[src/rtl/i1i2_pattern_gen.sv]
// i1i2_pattern_gen: emits the fixed 11-step i1/i2 pattern, each step held HOLD_CYCLES cycles.
// Define PATTERN_GEN_LOOP_EN to repeat the pattern continuously until abort or reset.
`default_nettype none

module i1i2_pattern_gen #(
  parameter int HOLD_CYCLES = 4,
  parameter int CNT_W       = 8
) (
  input  logic       clk,
  input  logic       reset,
  input  logic       start,
  input  logic       abort,
  output logic       i1,
  output logic       i2,
  output logic       busy,
  output logic       done,
  output logic [3:0] step
);

  localparam logic [0:0]       S_IDLE    = 1'b0;
  localparam logic [0:0]       S_EMIT    = 1'b1;
  localparam logic [3:0]       LAST_STEP = 4'd11;
  localparam logic [CNT_W-1:0] HOLD_LAST = CNT_W'(HOLD_CYCLES - 1);

  logic [0:0]       state_q, state_d;
  logic [3:0]       step_q, step_d;
  logic [CNT_W-1:0] cnt_q, cnt_d;
  logic             done_q, done_d;
  logic             busy_q, busy_d;
  logic             i1_q, i1_d;
  logic             i2_q, i2_d;

  // Line levels {i1,i2} for a given step; step 0 is the idle level.
  function automatic logic [1:0] step_levels(input logic [3:0] s);
    logic [1:0] lv;
    case (s)
      4'd1, 4'd5:                      lv = 2'b10;
      4'd2, 4'd6, 4'd10:               lv = 2'b11;
      4'd3, 4'd7, 4'd9, 4'd11:         lv = 2'b01;
      default:                         lv = 2'b00;
    endcase
    return lv;
  endfunction

  always_comb begin
    state_d = state_q;
    step_d  = step_q;
    cnt_d   = cnt_q;
    done_d  = 1'b0;
    case (state_q)
      S_IDLE: begin
        if (start && !abort) begin
          state_d = S_EMIT;
          step_d  = 4'd1;
          cnt_d   = '0;
        end
      end
      default: begin
        if (abort) begin
          state_d = S_IDLE;
          step_d  = 4'd0;
          cnt_d   = '0;
        end else if (cnt_q == HOLD_LAST) begin
          cnt_d = '0;
          if (step_q == LAST_STEP) begin
            done_d = 1'b1;
`ifdef PATTERN_GEN_LOOP_EN
            step_d  = 4'd1;
`else
            state_d = S_IDLE;
            step_d  = 4'd0;
`endif
          end else begin
            step_d = step_q + 4'd1;
          end
        end else begin
          cnt_d = cnt_q + {{(CNT_W-1){1'b0}}, 1'b1};
        end
      end
    endcase
    {i1_d, i2_d} = step_levels(step_d);
    busy_d       = (state_d == S_EMIT);
  end

  always_ff @(posedge clk) begin
    if (reset) begin
      state_q <= S_IDLE;
      step_q  <= 4'd0;
      cnt_q   <= '0;
      done_q  <= 1'b0;
      busy_q  <= 1'b0;
      i1_q    <= 1'b0;
      i2_q    <= 1'b0;
    end else begin
      state_q <= state_d;
      step_q  <= step_d;
      cnt_q   <= cnt_d;
      done_q  <= done_d;
      busy_q  <= busy_d;
      i1_q    <= i1_d;
      i2_q    <= i2_d;
    end
  end

  assign i1   = i1_q;
  assign i2   = i2_q;
  assign busy = busy_q;
  assign done = done_q;
  assign step = step_q;

endmodule

`default_nettype wire
[config.mk]
export PLATFORM = sky130hd
export DESIGN_NAME = i1i2_pattern_gen
export DESIGN_NICKNAME = d
export VERILOG_FILES = /design/src/rtl/i1i2_pattern_gen.sv
export SDC_FILE = /design/constraint.sdc
export NUM_CORES = 1
export LEC_CHECK = 0
export BUFFER_PORTS_ARGS = -buffer_cell sky130_fd_sc_hd__buf_2
export CAP_MARGIN = 20
export CORE_UTILIZATION = 35
export CTS_BUF_LIST = sky130_fd_sc_hd__clkbuf_8 sky130_fd_sc_hd__clkbuf_16
export DETAILED_ROUTE_END_ITERATION = 10
export SLEW_MARGIN = 10
export SYNTH_ARGS = -nofsm -noshare
export SYNTH_HDL_FRONTEND = slang
export SYNTH_SLANG_ARGS = --single-unit
export TNS_END_PERCENT = 5
[constraint.sdc]
create_clock -name clk -period 6.4 [get_ports clk]
set_input_delay 0.32 -clock clk [delete_from_list [all_inputs] [get_ports clk]]
set_output_delay 0.32 -clock clk [all_outputs]
set_load 0.05 [all_outputs]
==> results of run 1 <==
final timing paths:
| kind | to | startpoint | cells after the start |
|---|---|---|---|
| min | busy | abort | 2 |
| max | i2 | cnt_q[0] | 8 |
| min reg2reg | cnt_q[1] | cnt_q[1] | 2 |
| max reg2reg | i2 | cnt_q[0] | 8 |
cell type report:
cell class / count / area, um^2 / area share (%)
Tap cell: 28 / 35.0 / 3.44
Sequential cell: 16 / 320 / 31.4
Multi-Input combinational cell: 82 / 547 / 53.6
Clock buffer: 4 / 55.1 / 5.40
Timing Repair Buffer: 11 / 55.1 / 5.40
Inverter: 2 / 7.51 / 0.736
cell families (layout without fill, tap and decap cells):
kind of cell | after synthesis | in the layout | synth area share (%)
fa+ha+maj | 4 | 4 | 5.67
xor+xnor | 6 | 6 | 5.96
buf+inv | 3 | 17 | 1.70
compound gates | 15 | 15 | 11.5
mux | 2 | 2 | 2.27
flops | 16 | 16 | 36.3
simple gates | 55 | 55 | 36.6
critical path, stage by stage (launching register included):
cell and delay (ns):
dfxtp_1 0.37, ha_1 0.24, or4b_4 0.52, nor2_1 0.30
mux2i_1 0.12, o21a_1 0.21, ha_1 0.19, or3b_1 0.38
a21oi_1 0.14
power groups by stage:
| stage | clock network [mW] | logic (mW) | registers [mW] |
|---|---|---|---|
| after floorplan | 0 | 0.0113 | 0.111 |
| after global placement | 0 | 0.0213 | 0.106 |
| after detailed placement | 0 | 0.0216 | 0.106 |
| after CTS | 0.0915 | 0.0217 | 0.104 |
| after global routing | 0.0974 | 0.0242 | 0.105 |
| final | 0.0898 | 0.0215 | 0.104 |
stage by stage:
step | total power [mW] | hold WS, ns | instance area (um^2)
after CTS | 0.217 | 0.323 | 1020
after global routing | 0.226 | 0.334 | 1020
final | 0.215 | 0.322 | 1020
after floorplan | 0.122 | 0.398 | 882
after detailed placement | 0.128 | 0.487 | 965
after global placement | 0.128 | 0.459 | 965
state kept, by name, summed over array words and instances, names as in the netlist:
name	cells
cnt_q	8
step	4
busy	1
done	1
i1	1
i2	1
layout by cell type (no fill, tap or decap), drive strengths merged:
cell / n
nand3: 4
nand3b: 1
nand4b: 1
a21oi: 6
o211ai: 2
ha: 4
or4b: 1
nand2b: 4
o21ai: 3
nor3b: 1
and3b: 1
nor3: 3
nor2: 15
xnor2: 1
clkbuf: 4
and2b: 2
buf: 11
and3: 2
mux2i: 2
nor4: 2
o32ai: 1
xor2: 5
or2b: 1
or4: 1
o21a: 1
nand2: 9
and2: 1
dfxtp: 16
nand4: 3
a221oi: 1
or3: 1
inv: 2
nor4b: 1
a21bo: 1
or3b: 1
per-layer routing:
metal	part of all wire [%]	vias to the layer above
li1	-	386
met1	48	351
met2	49	13
met3	2.1	2
met4	0.62	0
met5	0	-
==> key figures, run 1 <==
Status
  – Outcome: completed

Logic synthesis
  – Syn_area_per_cell: 8.73 um^2
  – Post-synth top area share: 36.3%
  – Synth Cell Area: 882 um^2
  – Sequential element share of the synthesized area: 36.3%
  – Most frequent cell after synthesis: dfxtp_1
  – Synthesized Nets: 109
  – Async SR Flop Fraction: 0%
  – Post-synth cell types: 36
  – Area leader, netlist: dfxtp_1
  – Ys Warns: 0
  – Number of synthesized flops with an enable pin: 0
  – Post-synthesis instance total: 101
  – Primary FF master, synth: dfxtp_1
  – Commonest cells in the synthesized netlist: 16 x dfxtp_1, 15 x nor2_1, 9 x nand2_1, 6 x a21oi_1, 5 x xor2_1
  – Synth top area cells: dfxtp_1 36%, nor2_1 6.4%, ha_1 5.7%, xor2_1 5.0%, nand2_1 3.8%
  – #FFs+latches synth: 16

Layout
  – Filler cells: 232
  – Fin util: 44.4%
  – Nets@finish: 124
  – Area Growth Syn to Fin: 15.6%
  – Non-filler instance count after layout: 143
  – Antenna diode count: 0
  – Layout cells sized above 1: 21.7%

Drt
  – DRT Pass-1 Iters: 4
  – Final ANT Viol Nets: 0
  – Post-route DRC: 0
  – DR WL/cell: 12.4 um
  – Drt via density: 5.26
  – Routed WL: 1780 um
  – Initial DRC count: 12
  – Vias after detailed routing: 752

STA
  – Final Slew Violations: 0
  – Relative slew slack: 63.7%
  – Final total negative setup slack: 0 ns
  – FMAX: 396 MHz
  – Final Cycle Share: 39.5%
  – Fin Clk Skew: 0.00277 ns
  – Final setup margin: 3.87 ns
  – Worst slew pin tran: 0.537 ns
  – Final Hold Vio Count: 0
  – Unrepaired setup endpoints after global routing: no
  – Min Clock Period, post-route: 2.53 ns
  – Final-report setup violation count: 0

Setup path
  – Worst EP required: 6.59 ns
  – CP Launch Type: flop
  – CP Data Arrival Time: 2.71 ns
  – Crit. End Element: flop
  – R2R setup slack: 3.87 ns
  – CP Class: flop to flop
  – CP max FO: 5

Clock tree
  – Clk sinks: 16
  – Post-cts repair resize count: 0
  – H-tree depth: 1
  – Maximum buffer depth of the clock tree: 2
  – Skew-Pair Late Insertion Delay: 0.25 ns
  – Post-CTS Setup Bufs: 0
  – CTS Hold Buffers Added: 0
  – CTS Buf Count: 3
  – Worst-path clk slew: 0.06 ns
  – Root Driver: clkbuf_8
  – TritonCTS clock tree: built

Placement
  – Port Buf Inserts: 11
  – Hpwl dp: 1350 um
  – Placed Cells: 139
  – Pre-CTS setup slack: 3.91 ns
  – Placer Congestion: 0.853

Floorplanning
  – Die height: 52.2 um
  – Die ar.: 0.00272 mm^2
  – I/O pin cnt: 12
  – Die width: 52.2 um
  – Core Region: 0.00230 mm^2
  – Rows: 17
  – Initial Util: 38.4%

Power
  – Switching pwr: 52.1 uW
  – Sequential power share: 48.3%
  – Power per cell area: 211 mW/mm^2
  – Pint: 163 uW
  – Clock power frac: 41.7%
  – Switching share of power: 24.2%
  – Max IR drop VDD: 0.000128 V
  – Leakage: 0.410 nW
  – Comb pwr share: 10.0%

GRT
  – Global Route met3 Usage: 2.61%
  – First-pass GRT wire length: 3160 um
  – Gr ovfl total: 0
  – Global Route met2 Usage: 26.9%
  – Total GRT Usage: 15.6%
  – Vias in the first global route: 685
  – Largest net degree at the start of global routing: 11
  – Met1 GRT Util: 19.9%
  – Initial antenna violation count: 0
  – Layer with the highest usage: met2

Worst hold path
  – Hold WC Path Type: primary input to flop

Job
  – Max_cap viols: 0
(Power assumes the default switching activity.)
==> run 2, diff against run 1 <==
==> constraint.sdc (replaced) <==
create_clock -name clk -period 2.6 [get_ports clk]
set_input_delay 0.13 -clock clk [delete_from_list [all_inputs] [get_ports clk]]
set_output_delay 0.13 -clock clk [all_outputs]
set_load 0.05 [all_outputs]
==> run 2 against run 1 <==
Net effect:
- sequential power is 150% higher
- wire length grew 4.7%
- die area did not move
- clock power is 150% higher
- hold slack worse by 0.19 ns
- critical path type unchanged
- largest power group unchanged
==> key figures, run 2 (same netlist as run 1, synthesis figures left out) <==
Drt
  – DRT Pass-1 Iters: 4 (unchanged)
  – Routed WL: 1860 um (was 1780 um)
  – Initial DRC count: 23 (was 12)
  – Final ANT Viol Nets: 0 (unchanged)
  – DR WL/cell: 12.9 um (was 12.4 um)
  – Post-route DRC: 0 (unchanged)
  – Drt via density: 5.34 (was 5.26)
  – Vias after detailed routing: 769 (was 752)

Layout
  – Non-filler instance count after layout: 144 (was 143)
  – Commonest non-fill, non-tap cell in the layout: dfxtp_1 (unchanged)
  – Area Growth Syn to Fin: 16.5% (was 15.6%)
  – Nets@finish: 125 (was 124)
  – Max FFs per register: 8 (unchanged)
  – Fin util: 44.7% (was 44.4%)
  – Most frequent cells in the layout: 16 x dfxtp_1, 15 x nor2_1, 11 x buf_2, 9 x nand2_1, 6 x a21oi_1 (unchanged)
  – Layout cells sized above 1: 22.4% (was 21.7%)
  – Antenna diode count: 0 (unchanged)
  – Most flops, register: cnt_q (unchanged)
  – Design area: 0.00103 mm^2 (was 0.00102 mm^2)

Floorplanning
  – Rows: 17 (unchanged)
  – Die ar.: 0.00272 mm^2 (unchanged)
  – Core Region: 0.00230 mm^2 (unchanged)
  – Die width: 52.2 um (unchanged)
  – Die height: 52.2 um (unchanged)
  – I/O pin cnt: 12 (unchanged)
  – Initial Util: 38.4% (unchanged)

Placement
  – Placed Cells: 140 (was 139)
  – Hpwl dp: 1420 um (was 1350 um)
  – Pre-CTS setup slack: 0.211 ns (was 3.91 ns)
  – Port Buf Inserts: 11 (unchanged)
  – Placer Congestion: 0.829 (was 0.853)
  – Post-DP Area: 972 um^2 (was 965 um^2)

STA
  – Fin Clk Skew: 0.00620 ns (was 0.00277 ns)
  – Final total negative setup slack: 0 ns (unchanged)
  – Final setup margin: 0.210 ns (was 3.87 ns)
  – Final Cycle Share: 91.9% (was 39.5%)
  – Worst hold slack: 0.132 ns (was 0.322 ns)
  – Worst slew pin tran: 0.565 ns (was 0.537 ns)
  – FMAX: 418 MHz (was 396 MHz)
  – Final Slew Violations: 0 (unchanged)
  – Final-report setup violation count: 0 (unchanged)
  – Min Clock Period, post-route: 2.39 ns (was 2.53 ns)
  – Relative slew slack: 61.8% (was 63.7%)
  – Unrepaired setup endpoints after global routing: no (unchanged)
  – Final Hold Vio Count: 0 (unchanged)

Clock tree
  – Clk sinks: 16 (unchanged)
  – Post-cts repair resize count: 0 (unchanged)
  – CTS Buf Count: 3 (unchanged)
  – Worst-path clk slew: 0.07 ns (was 0.06 ns)
  – H-tree depth: 1 (unchanged)
  – TritonCTS clock tree: built (unchanged)
  – CTS Hold Buffers Added: 0 (unchanged)
  – Root Driver: clkbuf_8 (unchanged)
  – Skew-Pair Late Insertion Delay: 0.25 ns (about the same)
  – Maximum buffer depth of the clock tree: 2 (unchanged)
  – Post-CTS Setup Bufs: 0 (unchanged)

GRT
  – Largest net degree at the start of global routing: 11 (unchanged)
  – Vias in the first global route: 703 (was 685)
  – Initial antenna violation count: 0 (unchanged)
  – Met1 GRT Util: 20.5% (was 19.9%)
  – First-pass GRT wire length: 3200 um (was 3160 um)
  – Global Route met2 Usage: 26.9% (unchanged)
  – Gr ovfl total: 0 (unchanged)
  – Layer with the highest usage: met2 (unchanged)
  – Total GRT Usage: 15.8% (was 15.6%)
  – Global Route met3 Usage: 2.61% (unchanged)

Power
  – Switching share of power: 24.6% (was 24.2%)
  – Power per cell area: 519 mW/mm^2 (was 211 mW/mm^2)
  – Tot Pwr: 534 uW (was 215 uW)
  – Comb pwr share: 10.1% (was 10.0%)
  – Clock power frac: 41.8% (was 41.7%)
  – Leakage: 0.416 nW (was 0.410 nW)
  – Pint: 402 uW (was 163 uW)
  – Sequential power share: 48.1% (was 48.3%)
  – Switching pwr: 131 uW (was 52.1 uW)
  – Max IR drop VDD: 0.000268 V (was 0.000128 V)

Job
  – Max_cap viols: 0 (unchanged)

Setup path
  – CP max stage cell: or4b_4 (unchanged)
  – Worst EP required: 2.78 ns (was 6.59 ns)
  – CP Launch Type: flop (unchanged)
  – CP Data Arrival Time: 2.57 ns (was 2.71 ns)
  – CP Class: flop to flop (unchanged)
  – Largest stage delay on the critical path: 0.52 ns (about the same)
  – Crit. End Element: flop (unchanged)
  – CP Buf/Inv Count: 0 (unchanged)
  – CP delay by family, top: simple AND/OR/NAND/NOR gates (unchanged)
  – Worst path cell trace: ha_1 > or4b_4 > nor2_1 > mux2i_1 > o21a_1 > ha_1 > or3b_1 > a21oi_1 (unchanged)
  – CP max FO: 5 (unchanged)
  – Cell repeated most along the worst path: ha_1 (unchanged)

Status
  – Outcome: completed (unchanged)

Worst hold path
  – Hold WC Path Type: primary input to flop (unchanged)
==> run 2: cell count changes in the layout (fill, tap and decap cells not counted) <==
cell / before / now
buf_4: 0 / 1
==> run 2: layout make-up <==
class                      instances  area, um^2
sequential                        16         320
clock buffer                       4        55.1
timing repair buffer              12        62.6
tap                               28        35.0
fill                             235        1270
multi-input combinational         82         547
inverter                           2        7.51
==> run 2: worst paths after layout <==
kind / start / end / slack [ns] / cells past startpoint
max: cnt_q[0] / i2 / 0.21 / 8
min: abort / busy / 0.13 / 2
max reg2reg: cnt_q[0] / i2 / 0.21 / 8
min reg2reg: cnt_q[1] / cnt_q[1] / 0.50 / 2
==> run 2: power groups by stage <==
stage / registers (mW) / clock network (mW) / logic [mW]
final: 0.257 / 0.223 / 0.0540
after global routing: 0.257 / 0.239 / 0.0604
after CTS: 0.256 / 0.228 / 0.0545
after detailed placement: 0.262 / 0 / 0.0541
after global placement: 0.261 / 0 / 0.0529
after floorplan: 0.273 / 0 / 0.0279
==> run 2: per-layer routing <==
| metal | wire length (um) | vias to the layer above |
|---|---|---|
| met1 | 883 | 367 |
| met3 | 34 | 2 |
| met5 | 0 | - |
| met4 | 11 | 0 |
| met2 | 934 | 8 |
| li1 | - | 392 |
==> run 3, diff against run 2 <==
--- a/config.mk
+++ b/config.mk
@@ -7,9 +7,11 @@
 export LEC_CHECK = 0
 export BUFFER_PORTS_ARGS = -buffer_cell sky130_fd_sc_hd__buf_2
 export CAP_MARGIN = 20
-export CORE_UTILIZATION = 35
+export CORE_UTILIZATION = 54
 export CTS_BUF_LIST = sky130_fd_sc_hd__clkbuf_8 sky130_fd_sc_hd__clkbuf_16
 export DETAILED_ROUTE_END_ITERATION = 10
+export GPL_TIMING_DRIVEN = 0
+export PLACE_DENSITY = 0.76
 export SLEW_MARGIN = 10
 export SYNTH_ARGS = -nofsm -noshare
 export SYNTH_HDL_FRONTEND = slang
==> run 3 against run 2 <==
Net effect:
- critical path depth did not move
- setup slack worse by 0.061 ns
- maximum frequency is 2.5% lower
- via count grew 4.2%
- critical path type unchanged
- critical endpoint unchanged
- highest routed layer unchanged
==> key figures, run 3 (same netlist as run 1, synthesis figures left out) <==
Floorplanning
  – Die ar.: 0.00180 mm^2 (was 0.00272 mm^2)
  – Die width: 42.4 um (was 52.2 um)
  – I/O pin cnt: 12 (unchanged)
  – Die height: 42.4 um (was 52.2 um)
  – Initial Util: 57.9% (was 38.4%)
  – Rows: 14 (was 17)
  – Core Region: 0.00152 mm^2 (was 0.00230 mm^2)

Drt
  – Post-route DRC: 0 (unchanged)
  – Drt via density: 6.11 (was 5.34)
  – Final ANT Viol Nets: 0 (unchanged)
  – DR WL/cell: 15.0 um (was 12.9 um)
  – Vias after detailed routing: 801 (was 769)
  – Initial DRC count: 15 (was 23)
  – DRT Pass-1 Iters: 4 (unchanged)
  – Routed WL: 1970 um (was 1860 um)

Power
  – Switching pwr: 133 uW (was 131 uW)
  – Leakage: 0.411 nW (was 0.416 nW)
  – Power per cell area: 528 mW/mm^2 (was 519 mW/mm^2)
  – Max IR drop VDD: 0.000439 V (was 0.000268 V)
  – Switching share of power: 24.9% (was 24.6%)
  – Comb pwr share: 10.4% (was 10.1%)
  – Clock power frac: 41.7% (was 41.8%)
  – Sequential power share: 47.9% (was 48.1%)
  – Pint: 403 uW (was 402 uW)

Layout
  – Filler cells: 129 (was 235)
  – Fin util: 66.6% (was 44.7%)
  – Commonest non-fill, non-tap cell in the layout: dfxtp_1 (unchanged)
  – Max FFs per register: 8 (unchanged)
  – Design area: 0.00101 mm^2 (was 0.00103 mm^2)
  – Nets@finish: 124 (was 125)
  – Layout cells sized above 1: 22.6% (was 22.4%)
  – Most flops, register: cnt_q (unchanged)
  – Area Growth Syn to Fin: 15.0% (was 16.5%)
  – Antenna diode count: 0 (unchanged)
  – Most frequent cells in the layout: 16 x dfxtp_1, 14 x nor2_1, 10 x buf_2, 9 x nand2_1, 6 x a21oi_1 (was 16 x dfxtp_1, 15 x nor2_1, 11 x buf_2, 9 x nand2_1, 6 x a21oi_1)

Placement
  – Port Buf Inserts: 10 (was 11)
  – Pre-CTS setup slack: 0.00417 ns (was 0.211 ns)
  – Placer Congestion: 0.900 (was 0.829)
  – Hpwl dp: 1380 um (was 1420 um)
  – Post-DP Area: 952 um^2 (was 972 um^2)

Clock tree
  – CTS Hold Buffers Added: 0 (unchanged)
  – CTS Buf Count: 3 (unchanged)
  – Skew-Pair Late Insertion Delay: 0.25 ns (about the same)
  – Maximum buffer depth of the clock tree: 2 (unchanged)
  – Worst-path clk slew: 0.07 ns (about the same)
  – Post-CTS Setup Bufs: 0 (unchanged)
  – Clk sinks: 16 (unchanged)
  – H-tree depth: 1 (unchanged)
  – TritonCTS clock tree: built (unchanged)
  – Root Driver: clkbuf_8 (unchanged)

Setup path
  – Largest stage delay on the critical path: 0.54 ns (was 0.52 ns)
  – Worst path cell trace: ha_1 > or4b_4 > nor2_4 > mux2i_1 > o21a_1 > ha_1 > or3b_1 > a21oi_1 (was ha_1 > or4b_4 > nor2_1 > mux2i_1 > o21a_1 > ha_1 > or3b_1 > a21oi_1)
  – CP Data Arrival Time: 2.64 ns (was 2.57 ns)
  – Worst EP required: 2.79 ns (was 2.78 ns)
  – CP Launch Type: flop (unchanged)
  – CP Class: flop to flop (unchanged)
  – Crit. End Element: flop (unchanged)
  – CP Buf/Inv Count: 0 (unchanged)
  – CP max FO: 5 (unchanged)
  – Cell repeated most along the worst path: ha_1 (unchanged)
  – CP max stage cell: or4b_4 (unchanged)
  – CP delay by family, top: simple AND/OR/NAND/NOR gates (unchanged)

STA
  – Final total negative setup slack: 0 ns (unchanged)
  – Final Cycle Share: 94.2% (was 91.9%)
  – Final setup margin: 0.150 ns (was 0.210 ns)
  – Final-report setup violation count: 0 (unchanged)
  – FMAX: 408 MHz (was 418 MHz)
  – Unrepaired setup endpoints after global routing: no (unchanged)
  – Fin Clk Skew: 0.00273 ns (was 0.00620 ns)
  – Relative slew slack: 56.9% (was 61.8%)
  – Final Hold Vio Count: 0 (unchanged)
  – Worst slew pin tran: 0.638 ns (was 0.565 ns)
  – Final Slew Violations: 0 (unchanged)
  – Worst hold slack: 0.115 ns (was 0.132 ns)
  – Min Clock Period, post-route: 2.45 ns (was 2.39 ns)

Job
  – Max_cap viols: 0 (unchanged)

GRT
  – Vias in the first global route: 746 (was 703)
  – Gr ovfl total: 0 (unchanged)
  – First-pass GRT wire length: 3350 um (was 3200 um)
  – Initial antenna violation count: 0 (unchanged)
  – Total GRT Usage: 24.6% (was 15.8%)
  – Largest net degree at the start of global routing: 11 (unchanged)

Status
  – Outcome: completed (unchanged)

Worst hold path
  – Hold WC Path Type: primary input to flop (unchanged)
[run 3: worst paths after layout]
check	startpoint	endpoint	slack (ns)	depth (start not counted)
worst min-delay path	reset	cnt_q[6]	0.12	2
worst max register to register	cnt_q[0]	i2	0.15	8
worst min register to register	cnt_q[1]	cnt_q[1]	0.49	2
worst max-delay path	cnt_q[0]	i2	0.15	8
[run 3: metal layers]
| layer | part of all wire [%] | global-route usage [%] | up-vias |
|---|---|---|---|
| met5 | 0 | 0 | - |
| met4 | 2.8 | 12.5 | 0 |
| met3 | 4.7 | 5.17 | 9 |
| met2 | 49 | 40.3 | 26 |
| met1 | 43 | 30.1 | 376 |
| li1 | - | - | 390 |
[run 3: repair_timing]
item | CTS | global route
gates resized for setup | 1 | 1
hold endpoints to repair | 0 | 0
endpoints found under the setup margin | 1 | 1
[run 3: per-stage QoR]
step / instances / total power [mW]
2_1_floorplan: 101 / 0.301
3_3_place_gp: 127 / 0.314
3_5_place_dp: 127 / 0.317
4_1_cts: 131 / 0.540
5_1_grt: 131 / 0.553
6_report: 131 / 0.536
[run 3: power by group through the flow]
stage	registers (mW)	clock network [mW]	logic [mW]
2_1_floorplan	0.273	0	0.0279
3_3_place_gp	0.262	0	0.0527
3_5_place_dp	0.262	0	0.0545
4_1_cts	0.257	0.228	0.0554
5_1_grt	0.258	0.234	0.0618
6_report	0.257	0.223	0.0555
[run 3: cell type report]
cell class	count	area, um^2	area share [%]
buffer	1	7.51	0.740
clock buffer	4	55.1	5.43
inverter	2	7.51	0.740
multi-input combinational	82	554	54.6
sequential	16	320	31.6
tap	16	20.0	1.97
timing repair buffer	10	50.0	4.93
